<file path="config.mk">
export PLATFORM = sky130hd
export DESIGN_NAME = stopwatch_timer_flat
export DESIGN_NICKNAME = d
export VERILOG_FILES = /design/src/rtl/stopwatch_timer_if.sv /design/src/rtl/stopwatch_timer.sv /design/src/flat_wrapper.sv
export SDC_FILE = /design/constraint.sdc
export NUM_CORES = 1
export LEC_CHECK = 0
export CAP_MARGIN = 20
export CORE_MARGIN = 2
export CORE_UTILIZATION = 40
export CTS_CLUSTER_DIAMETER = 100
export DETAILED_ROUTE_END_ITERATION = 8
export HOLD_SLACK_MARGIN = 0.1
export REMOVE_ABC_BUFFERS = 1
export SLEW_MARGIN = 10
export SYNTH_ARGS = -nofsm -noshare
export SYNTH_HDL_FRONTEND = slang
export SYNTH_SLANG_ARGS = --single-unit
</file>
<file path="constraint.sdc">
create_clock -name clk -period 2.8 [get_ports clk]
set_input_delay 0.84 -clock clk [delete_from_list [all_inputs] [get_ports clk]]
set_output_delay 0.84 -clock clk [all_outputs]
set_load 0.005 [all_outputs]
</file>
<file path="src/rtl/stopwatch_timer_if.sv">
// stopwatch_timer_if: control inputs and display/status outputs of the stopwatch timer.
interface stopwatch_timer_if #(parameter int DIGITS = 2);
    logic                  clear;
    logic                  load;
    logic [4*DIGITS-1:0]   load_val;
    logic                  run;
    logic                  mode;
    logic                  lap;
    logic [4*DIGITS-1:0]   count_bcd;
    logic [7*DIGITS-1:0]   hex;
    logic                  tick;
    logic                  wrap;
    logic                  done;
    logic                  running;
    modport master (
        output clear, load, load_val, run, mode, lap,
        input  count_bcd, hex, tick, wrap, done, running
    );
    modport slave (
        input  clear, load, load_val, run, mode, lap,
        output count_bcd, hex, tick, wrap, done, running
    );
endinterface

</file>
<file path="src/rtl/stopwatch_timer.sv">
// stopwatch_timer: BCD up/down stopwatch with tick divider and active-low 7-segment decode.
// Optional lap-freeze display enabled by defining LAP_HOLD_EN.
module stopwatch_timer #(
    parameter int TICK_DIV = 50_000_000,
    parameter int DIGITS   = 2
) (
    input logic              clk,
    input logic              clr_n,
    stopwatch_timer_if.slave bus
);
    localparam int W  = 4 * DIGITS;
    localparam int DW = $clog2(TICK_DIV);
    localparam logic [DW-1:0] DIV_MAX = DW'(TICK_DIV - 1);
    localparam logic [W-1:0]  NINES   = {DIGITS{4'h9}};

    typedef enum logic [1:0] {IDLE, RUN, PAUSE, DONE} state_t;

    state_t         state, state_n;
    logic [W-1:0]   cnt, cnt_n, disp;
    logic [DW-1:0]  div, div_n;
    logic           dir, dir_n;
    logic           tick_r, tick_n, wrap_r, wrap_n, done_r, done_n;

    function automatic logic [W-1:0] bcd_step(input logic [W-1:0] v, input logic down);
        logic [W-1:0] r;
        logic         c;
        logic [3:0]   d;
        r = v;
        c = 1'b1;
        for (int i = 0; i < DIGITS; i++) begin
            d = v[4*i +: 4];
            if (c) begin
                r[4*i +: 4] = down ? (d == 4'd0 ? 4'd9 : d - 4'd1) : (d == 4'd9 ? 4'd0 : d + 4'd1);
                c = down ? (d == 4'd0) : (d == 4'd9);
            end
        end
        return r;
    endfunction

    function automatic logic [W-1:0] bcd_clamp(input logic [W-1:0] v);
        logic [W-1:0] r;
        for (int i = 0; i < DIGITS; i++)
            r[4*i +: 4] = v[4*i +: 4] > 4'd9 ? 4'd9 : v[4*i +: 4];
        return r;
    endfunction

    function automatic logic [6:0] seg(input logic [3:0] d);
        case (d)
            4'd0:    return 7'h40;
            4'd1:    return 7'h79;
            4'd2:    return 7'h24;
            4'd3:    return 7'h30;
            4'd4:    return 7'h19;
            4'd5:    return 7'h12;
            4'd6:    return 7'h02;
            4'd7:    return 7'h78;
            4'd8:    return 7'h00;
            4'd9:    return 7'h10;
            default: return 7'h7F;
        endcase
    endfunction

    always_comb begin
        state_n = state;
        cnt_n   = cnt;
        div_n   = div;
        dir_n   = dir;
        tick_n  = 1'b0;
        wrap_n  = 1'b0;
        done_n  = 1'b0;
        if (bus.clear) begin
            state_n = IDLE;
            cnt_n   = '0;
            div_n   = '0;
        end else if (bus.load) begin
            state_n = IDLE;
            cnt_n   = bcd_clamp(bus.load_val);
            div_n   = '0;
        end else begin
            case (state)
                IDLE: if (bus.run && !(bus.mode && cnt == '0)) begin
                    state_n = RUN;
                    dir_n   = bus.mode;
                end
                // Pause takes precedence over a terminal divider value, so the step waits for resume.
                RUN: if (!bus.run) begin
                    state_n = PAUSE;
                end else if (div == DIV_MAX) begin
                    div_n  = '0;
                    cnt_n  = bcd_step(cnt, dir);
                    tick_n = 1'b1;
                    wrap_n = !dir && cnt == NINES;
                    if (dir && cnt_n == '0) begin
                        done_n  = 1'b1;
                        state_n = DONE;
                    end
                end else begin
                    div_n = div + 1'b1;
                end
                PAUSE: if (bus.run) state_n = RUN;
                default: ;
            endcase
        end
    end

    always_ff @(posedge clk or negedge clr_n) begin
        if (!clr_n) begin
            state  <= IDLE;
            cnt    <= '0;
            div    <= '0;
            dir    <= 1'b0;
            tick_r <= 1'b0;
            wrap_r <= 1'b0;
            done_r <= 1'b0;
        end else begin
            state  <= state_n;
            cnt    <= cnt_n;
            div    <= div_n;
            dir    <= dir_n;
            tick_r <= tick_n;
            wrap_r <= wrap_n;
            done_r <= done_n;
        end
    end

`ifdef LAP_HOLD_EN
    logic         frozen, frozen_n, lap_ok;
    logic [W-1:0] snap, snap_n;

    always_comb begin
        lap_ok   = bus.lap && (state == RUN || state == PAUSE);
        frozen_n = (bus.clear || bus.load || state_n == DONE) ? 1'b0 : (lap_ok ? !frozen : frozen);
        snap_n   = (lap_ok && !frozen) ? cnt : snap;
    end

    always_ff @(posedge clk or negedge clr_n) begin
        if (!clr_n) begin
            frozen <= 1'b0;
            snap   <= '0;
        end else begin
            frozen <= frozen_n;
            snap   <= snap_n;
        end
    end

    assign disp = frozen ? snap : cnt;
`else
    assign disp = cnt;
`endif

    genvar g;
    for (g = 0; g < DIGITS; g++) begin : gen_hex
        assign bus.hex[7*g +: 7] = seg(disp[4*g +: 4]);
    end

    assign bus.count_bcd = cnt;
    assign bus.tick      = tick_r;
    assign bus.wrap      = wrap_r;
    assign bus.done      = done_r;
    assign bus.running   = state == RUN;
endmodule

</file>
<file path="src/flat_wrapper.sv">
// flat-port wrapper written by rule: the top's interface ports become plain ports
module stopwatch_timer_flat 
#(
    parameter int TICK_DIV = 50_000_000,
    parameter int DIGITS   = 2
)
  (clk, clr_n, bus_clear, bus_load, bus_load_val, bus_run, bus_mode, bus_lap, bus_count_bcd, bus_hex, bus_tick, bus_wrap, bus_done, bus_running);
  stopwatch_timer_if #(.DIGITS(DIGITS)) bus_i ();
  input logic clk;
  input logic clr_n;
  input wire logic [$bits(bus_i.clear)-1:0] bus_clear;
  input wire logic [$bits(bus_i.load)-1:0] bus_load;
  input wire logic [$bits(bus_i.load_val)-1:0] bus_load_val;
  input wire logic [$bits(bus_i.run)-1:0] bus_run;
  input wire logic [$bits(bus_i.mode)-1:0] bus_mode;
  input wire logic [$bits(bus_i.lap)-1:0] bus_lap;
  output wire logic [$bits(bus_i.count_bcd)-1:0] bus_count_bcd;
  output wire logic [$bits(bus_i.hex)-1:0] bus_hex;
  output wire logic [$bits(bus_i.tick)-1:0] bus_tick;
  output wire logic [$bits(bus_i.wrap)-1:0] bus_wrap;
  output wire logic [$bits(bus_i.done)-1:0] bus_done;
  output wire logic [$bits(bus_i.running)-1:0] bus_running;
  assign bus_i.clear = bus_clear;
  assign bus_i.load = bus_load;
  assign bus_i.load_val = bus_load_val;
  assign bus_i.run = bus_run;
  assign bus_i.mode = bus_mode;
  assign bus_i.lap = bus_lap;
  assign bus_count_bcd = bus_i.count_bcd;
  assign bus_hex = bus_i.hex;
  assign bus_tick = bus_i.tick;
  assign bus_wrap = bus_i.wrap;
  assign bus_done = bus_i.done;
  assign bus_running = bus_i.running;
  stopwatch_timer #(.TICK_DIV(TICK_DIV), .DIGITS(DIGITS)) u_core (.clk(clk), .clr_n(clr_n), .bus(bus_i));
endmodule
</file>
# == Yosys cells after proc, flatten, opt, wreduce, memory -nomap -nowiden ==
# Memory sizes are Yosys's and may differ from the RTL's.
# Index checks and enable logic that the tools add are counted.
# word_totals
elab_cells,106
rom_bits,224
output_inout_bits,26
input_bits,15
ff_bits,40
n_memories,2
# op_classes
n_reduce_logical,19
bitwise,2
add_sub_neg,5
n_eq_ne,10
order_cmp,2
mux,59
# mem_list
memory,depth,width,rd,rd_clocked_by_memory_dff,write_ports,line_no,rtl
(name not given),16,7,1,0,0,stopwatch_timer.sv:48,case (d)
(name not given),16,7,1,0,0,stopwatch_timer.sv:48,
# ops
op,count
2-to-1 mux 26 bit,5
2-to-1 mux 4 bit,19
2-to-1 mux 8 bit,5
adder 26 x 1 -> 26 bit (second input constant),1
equality test 26 bit (second input constant),1
2-to-1 mux 1 bit,22
logical NOT 8 bit,2
2-to-1 mux 2 bit,7
!= test 5 x 4 -> 1 bit (second input constant),2
nonzero test 3 bit,3
adder 4 x 1 -> 4 bit (second input constant),2
equality test 4 bit (second input constant),2
equality test 8 bit (second input constant),1
> comparator 4 bit (second input constant),2
logical NOT 4 bit,2
subtractor 4 x 1 -> 4 bit (second input constant),2
one-hot mux 2 bit (3 select lines),1
AND reduction 5 bit,1
nonzero test 5 bit,1
logical AND 1 bit,4
!= test 4 x 3 -> 1 bit (second input constant),1
!= test 4 bit (second input constant),1
AND reduction 4 bit,1
AND reduction 3 bit,1
6 further kinds,8

# == Longest topological paths before layout ==
# logic_depth
depth_word,21
ltp_mapped,9
depth_no_buf,9

# == Least setup slack after synthesis ==
# No wires, ideal clock.
# synth_timing
path_kind,flip-flop to flip-flop
startpoint,reg u_core.cnt[1] (netlist: u_core.bus.count_bcd[1])
endpoint,reg u_core.state[1]
setup_time_ps,82
path_stages_with_launch,9
n_path_buf,0
t_required_ps,2718
slack_ps,-11
arrival_ps,2729
path_cell_list,dfrtp_1 > inv_1 > ha_1 > nor3b_2 > mux2_1 > a221o_1 > or4_1 > or4b_1 > a31oi_1
# synth_between
elab_chain_len,17
word_cells_on_any_way,33
cone_classes,add/sub (2); eq/ne (3); mux (20); reduce/logical (8)
# synth_rtl
element,line_no,rtl
"start, declared",stopwatch_timer.sv:19,"logic [W-1:0] cnt, cnt_n, disp;"
"start signal, assigned",stopwatch_timer.sv:117,cnt <= cnt_n;
equality test 4 bit or logical NOT 4 bit (tied branches),"stopwatch_timer.sv:33, stopwatch_timer.sv:34",
2-to-1 mux 1 bit,stopwatch_timer.sv:34,c = down ? (d == 4'd0) : (d == 4'd9);
2-to-1 mux 1 bit,stopwatch_timer.sv:88,end else if (div == DIV_MAX) begin
2-to-1 mux 1 bit,stopwatch_timer.sv:86,RUN: if (!bus.run) begin
2-to-1 mux 1 bit,stopwatch_timer.sv:80,case (state)
2-to-1 mux 1 bit,stopwatch_timer.sv:75,end else if (bus.load) begin
2-to-1 mux 1 bit,stopwatch_timer.sv:71,if (bus.clear) begin
2-to-1 mux 4 bit,stopwatch_timer.sv:32,if (c) begin
2-to-1 mux 4 bit,stopwatch_timer.sv:88,
2-to-1 mux 4 bit,stopwatch_timer.sv:86,
2-to-1 mux 4 bit,stopwatch_timer.sv:80,
2-to-1 mux 4 bit,stopwatch_timer.sv:75,
2-to-1 mux 4 bit,stopwatch_timer.sv:71,
logical NOT 8 bit,stopwatch_timer.sv:93,if (dir && cnt_n == '0) begin
logical AND 1 bit,stopwatch_timer.sv:93,
!= test 5 x 4 -> 1 bit (no source line),n/a,
AND reduction 5 bit (no source line) *,n/a,
"end signal, assigned",stopwatch_timer.sv:116,state <= state_n;
"end, declared",stopwatch_timer.sv:18,"state_t state, state_n;"
# Every way passes the cells marked *; elsewhere a longest branch is shown, timed or not. The select of a mux whose other input is x is not followed.
# A chain may end at the register's enable or synchronous reset.

# == Final worst setup path ==
# layout_timing
startpoint,reg u_core.cnt[4] (netlist: u_core.bus.count_bcd[4])
endpoint,out bus_hex[10]
# layout_between
elab_chain_len,1
# layout_rtl
element,line_no,rtl
memory read (16 x 7 bit),n/a,
"end, declared",flat_wrapper.sv:18,output wire logic [$bits(bus_i.hex)-1:0] bus_hex;
# No other way between the ends.

==> metrics.log <==
INFO  metric die_h = 88.12 um
INFO  metric run_status = complete, no violations
INFO  metric synth_compound_area_share = 16.93%
INFO  metric synth_edf_count = 0
INFO  metric fraction_of_final_layout_cells_sized_beyond_drive_strength_1 = 18.14%
INFO  metric area.growth.synth_to_final = 30.33%
INFO  metric synthFlopType = dfrtp_1
INFO  metric io_buffers = 39
INFO  metric post-route-cell-area = 3689 um^2
INFO  metric power_per_cell_area = 398.2 nW/um^2
INFO  metric die_x = 88.12 um
INFO  metric ios = 41
INFO  metric regArea = 1006 um^2
INFO  metric drt_drc_violations_left = 0
INFO  metric grt_pass1_wl = 11840 um
INFO  metric total_via_count_in_the_routed_design = 2644
INFO  metric design_power_total = 1469 uW
INFO  metric routed_wl = 7217 um
INFO  metric crit_path_top_delay_cell = dfrtp_1
INFO  metric vdd_drop_max = 192.2 uV
INFO  metric clk-insertion-delay-late = 290 ps
INFO  metric power.switching = 409.4 uW
INFO  metric critPathMaxFanout = 8
INFO  metric synthCells = 335
INFO  metric yosysSeqAreaShare = 35.37%
INFO  metric adder_and_majority_cell_fraction_of_the_synthesized_area = 5.305%
INFO  metric cts-root-buf = clkbuf_8
INFO  metric fin_crit_sh = 98.62%
INFO  metric netlist-cell-type-count = 64
INFO  metric basic_gate_share_of_the_synthesized_area_counting_and_or_nand_and_nor_cells = 27.28%
INFO  metric cell_int_power = 1059 uW
INFO  metric timing.critical_path.slowest_cell_delay = 410 ps
INFO  metric async_reset_ff_share = 100.0%
INFO  metric fin_ws = 38.60 ps
INFO  metric first_iter_violations = 133
INFO  metric first_global_vias = 2455
INFO  metric slew_headroom = 75.13%
INFO  metric clkTransAtPathRegs = 80 ps
INFO  metric coreArea = 6832 um^2
INFO  metric drtAntennaViolNets = 0
INFO  metric comb_power_share = 27.3%
INFO  metric antenna_cells_inserted = 0
INFO  metric post_synth.cell_area_avg = 8.448 um^2
INFO  metric final_core_utilization = 53.99%
INFO  metric place_inst = 494
INFO  metric largest_family_of_logic_cells_by_synthesized_area = simple AND/OR/NAND/NOR gates
INFO  metric die_ar = 7764 um^2
INFO  metric routabilityCongestion = 0.8454
INFO  metric max_cap_check_violation_count = 0
INFO  metric switching_part_of_the_total = 27.88%
INFO  metric yosys_register_bits = 40
INFO  metric finClkSkew = 4.930 ps
INFO  metric numCtsBuffers = 5
INFO  metric filler_cell_count = 669
INFO  metric footprint_of_the_multi_input_gates = 1713 um^2
INFO  metric share_seq_of_total_power = 41.4%
INFO  metric power.clock.fraction = 31.3%
INFO  metric synth-warning-count = 0
INFO  metric gr_usage_total = 19.39%
INFO  metric cp-end-kind = primary output
INFO  metric global_route.overflow_total = 0
INFO  metric critical_path_cell_sequence = buf_4, buf_6, ha_2, or2_2, a21oi_2, a31oi_1, dlygate4sd2_1
INFO  metric min_period = 2761 ps
INFO  metric cts_sinks = 40
INFO  metric placement_rows = 30
INFO  metric htree_levels = 2
INFO  metric synthesized_area_fraction_occupied_by_xor_and_xnor_cells = 7.427%
INFO  metric report.final.slew_viol_count = 0
INFO  metric placed_wire_length_estimate = 5443 um
INFO  metric rsz0062_at_grt = true
INFO  metric worst-slew-pin-transition = 363.7 ps
INFO  metric timing.setup.critical_path_class = reg -> out
INFO  metric required = 1960 ps
INFO  metric synthesis.area = 2830 um^2
INFO  metric clock_tree_from_tritoncts = yes
INFO  metric grt_antenna_before_repair = 0
INFO  metric placed_area = 3541 um^2
INFO  metric muxShareOfSynthArea = 3.006%
INFO  metric final-setup-viol-count = 0
INFO  metric worst_ep_arrival_time = 1920 ps
INFO  metric largest_net_degree_at_the_start_of_global_routing = 22
INFO  metric timing.fmax = 0.3621 GHz
INFO  metric sort_of_element_at_the_start_of_the_critical_path = register
INFO  metric dpl_worst_slack = -84.15 ps
INFO  metric static-leakage-power = 0.001581 uW
INFO  metric drt_first_pass_iters = 4
INFO  metric post_drt_via_cell_ratio = 5.246
INFO  metric routed_wire_length_per_instance = 14.32 um
INFO  metric initial_core_util = 41.43%
INFO  metric final_cells = 504
INFO  metric finish.net_count = 434
INFO  metric clock_path_buffers = 2
INFO  metric hold_path.class = in -> async
INFO  metric hold_violations = 0
## per-layer routing
layer  track usage (%)  part of all wire [%]  up-vias
met1             27.44                    48     1261
li1                  -                     -     1330
met5                 0                     0        -
met2             30.23                    46       44
met4             6.198                   1.5        0
met3             3.299                   3.8        9
## cell usage after synthesis (4+ instances only)
master    count  area share (%)
nor2_1       47             6.2
dfrtp_1      40              35
nand2_1      30             4.0
a21oi_1      26             4.6
o21ai_0      20             3.5
nand3_1      15             2.7
inv_1        14             1.9
xor2_1       14             4.3
ha_1         12             5.3
xnor2_1      10             3.1
clkbuf_1      9             1.2
a31oi_1       7             1.5
nor3_1        7             1.2
mux2i_1       4             1.4
nor3b_1       4             1.1
nor4_1        4            0.88
## repair_timing
action	4_1_cts	5_1_grt
setup endpoints to repair	8	9
hold buffers	0	0
pin swaps	1	0
buffers inserted	0	2
resized for setup	11	5
## state kept, by name, indices dropped and copies added, names as in the netlist
| register | flops |
|---|---|
| u_core.div | 26 |
| u_core.state | 2 |
| u_core.dir | 1 |
| u_core.bus.wrap | 1 |
| u_core.bus.done | 1 |
| u_core.bus.tick | 1 |
| u_core.bus.count_bcd | 8 |
## kinds of logic (layout without fill, tap and decap cells)
family,after synthesis,in the layout
compound gates,78,78
xor+xnor,24,24
fa+ha+maj,12,12
buf+inv,29,102
flops,40,40
mux,8,8
simple gates,144,144
## critical path: cells and delay by family, from the launching register on
family	cells	cell delay (ps)
buf+inv	3	540
fa+ha+maj	1	200
flops	1	410
compound gates	2	200
simple gates	1	280
## path summary, 6_finish.rpt
path	start	to	slack (ps)	depth (start not counted)
setup / recovery	u_core.bus.count_bcd[4]$_DFFE_PN0P_	bus_hex[10]	40	7
hold / removal	clr_n	u_core.div[15]$_DFFE_PN0P_	440	1
setup reg to reg	u_core.bus.count_bcd[0]$_DFFE_PN0P_	u_core.state[1]$_DFFE_PN0P_	50	9
hold reg to reg	u_core.div[9]$_DFFE_PN0P_	u_core.div[9]$_DFFE_PN0P_	550	2
max in group asynchronous	clr_n	u_core.bus.count_bcd[2]$_DFFE_PN0P_	1810	2
min in group clk	u_core.div[9]$_DFFE_PN0P_	u_core.div[9]$_DFFE_PN0P_	550	2
## layout by cell type, fill, tap and decap left out, types with 3 or more instances in the layout
master           Yosys  routed
and3b_1              3       3
nand4_1              3       3
a31oi_1              7       7
xnor2_1             10      10
inv_1               14      14
dfrtp_1             40      36
nor2_1              47      47
o2111ai_1            3       3
clkbuf_8             2       5
ha_1                12      10
xor2_1              14      14
a21oi_1             26      24
o22ai_1              3       3
nor4_1               4       4
nand3_1             15      15
nand2b_1             3       3
nor3_1               7       7
o21ai_0             20      20
nand2_1             30      30
and3_2               3       3
mux2i_1              4       4
clkdlybuf4s50_1      0      32
dfrtp_2              0       4
nor3b_1              4       4
mux2_2               3       3
buf_4                1      38
dlygate4sd2_1        0       4
## power by group through the flow
stage / registers (uW) / logic (uW) / clock network, uW
final: 608 / 401 / 460
after global routing: 610 / 443 / 503
after CTS: 609 / 395 / 473
after floorplan: 636 / 176 / 0
after global placement: 620 / 394 / 0
after detailed placement: 619 / 393 / 0
## stage by stage
step / hold WS (ps) / setup TNS [ps]
final: 443.4 / 0
after global routing: 460.2 / -132.2
after CTS: 450.8 / 0
after detailed placement: 541.0 / -245.8
after global placement: 535.9 / -217.6
after floorplan: 509.8 / -23.09
## layout make-up
cell class                      count  area share [%]
Timing Repair Buffer               78           18.49
Sequential cell                    40           27.27
Clock buffer                        6           1.967
Clock inverter                      2          0.9498
Multi-Input combinational cell    266           46.44
Tap cell                           96           3.256
Inverter                           16           1.628
Note: power is estimated with default switching activity, not from simulation.
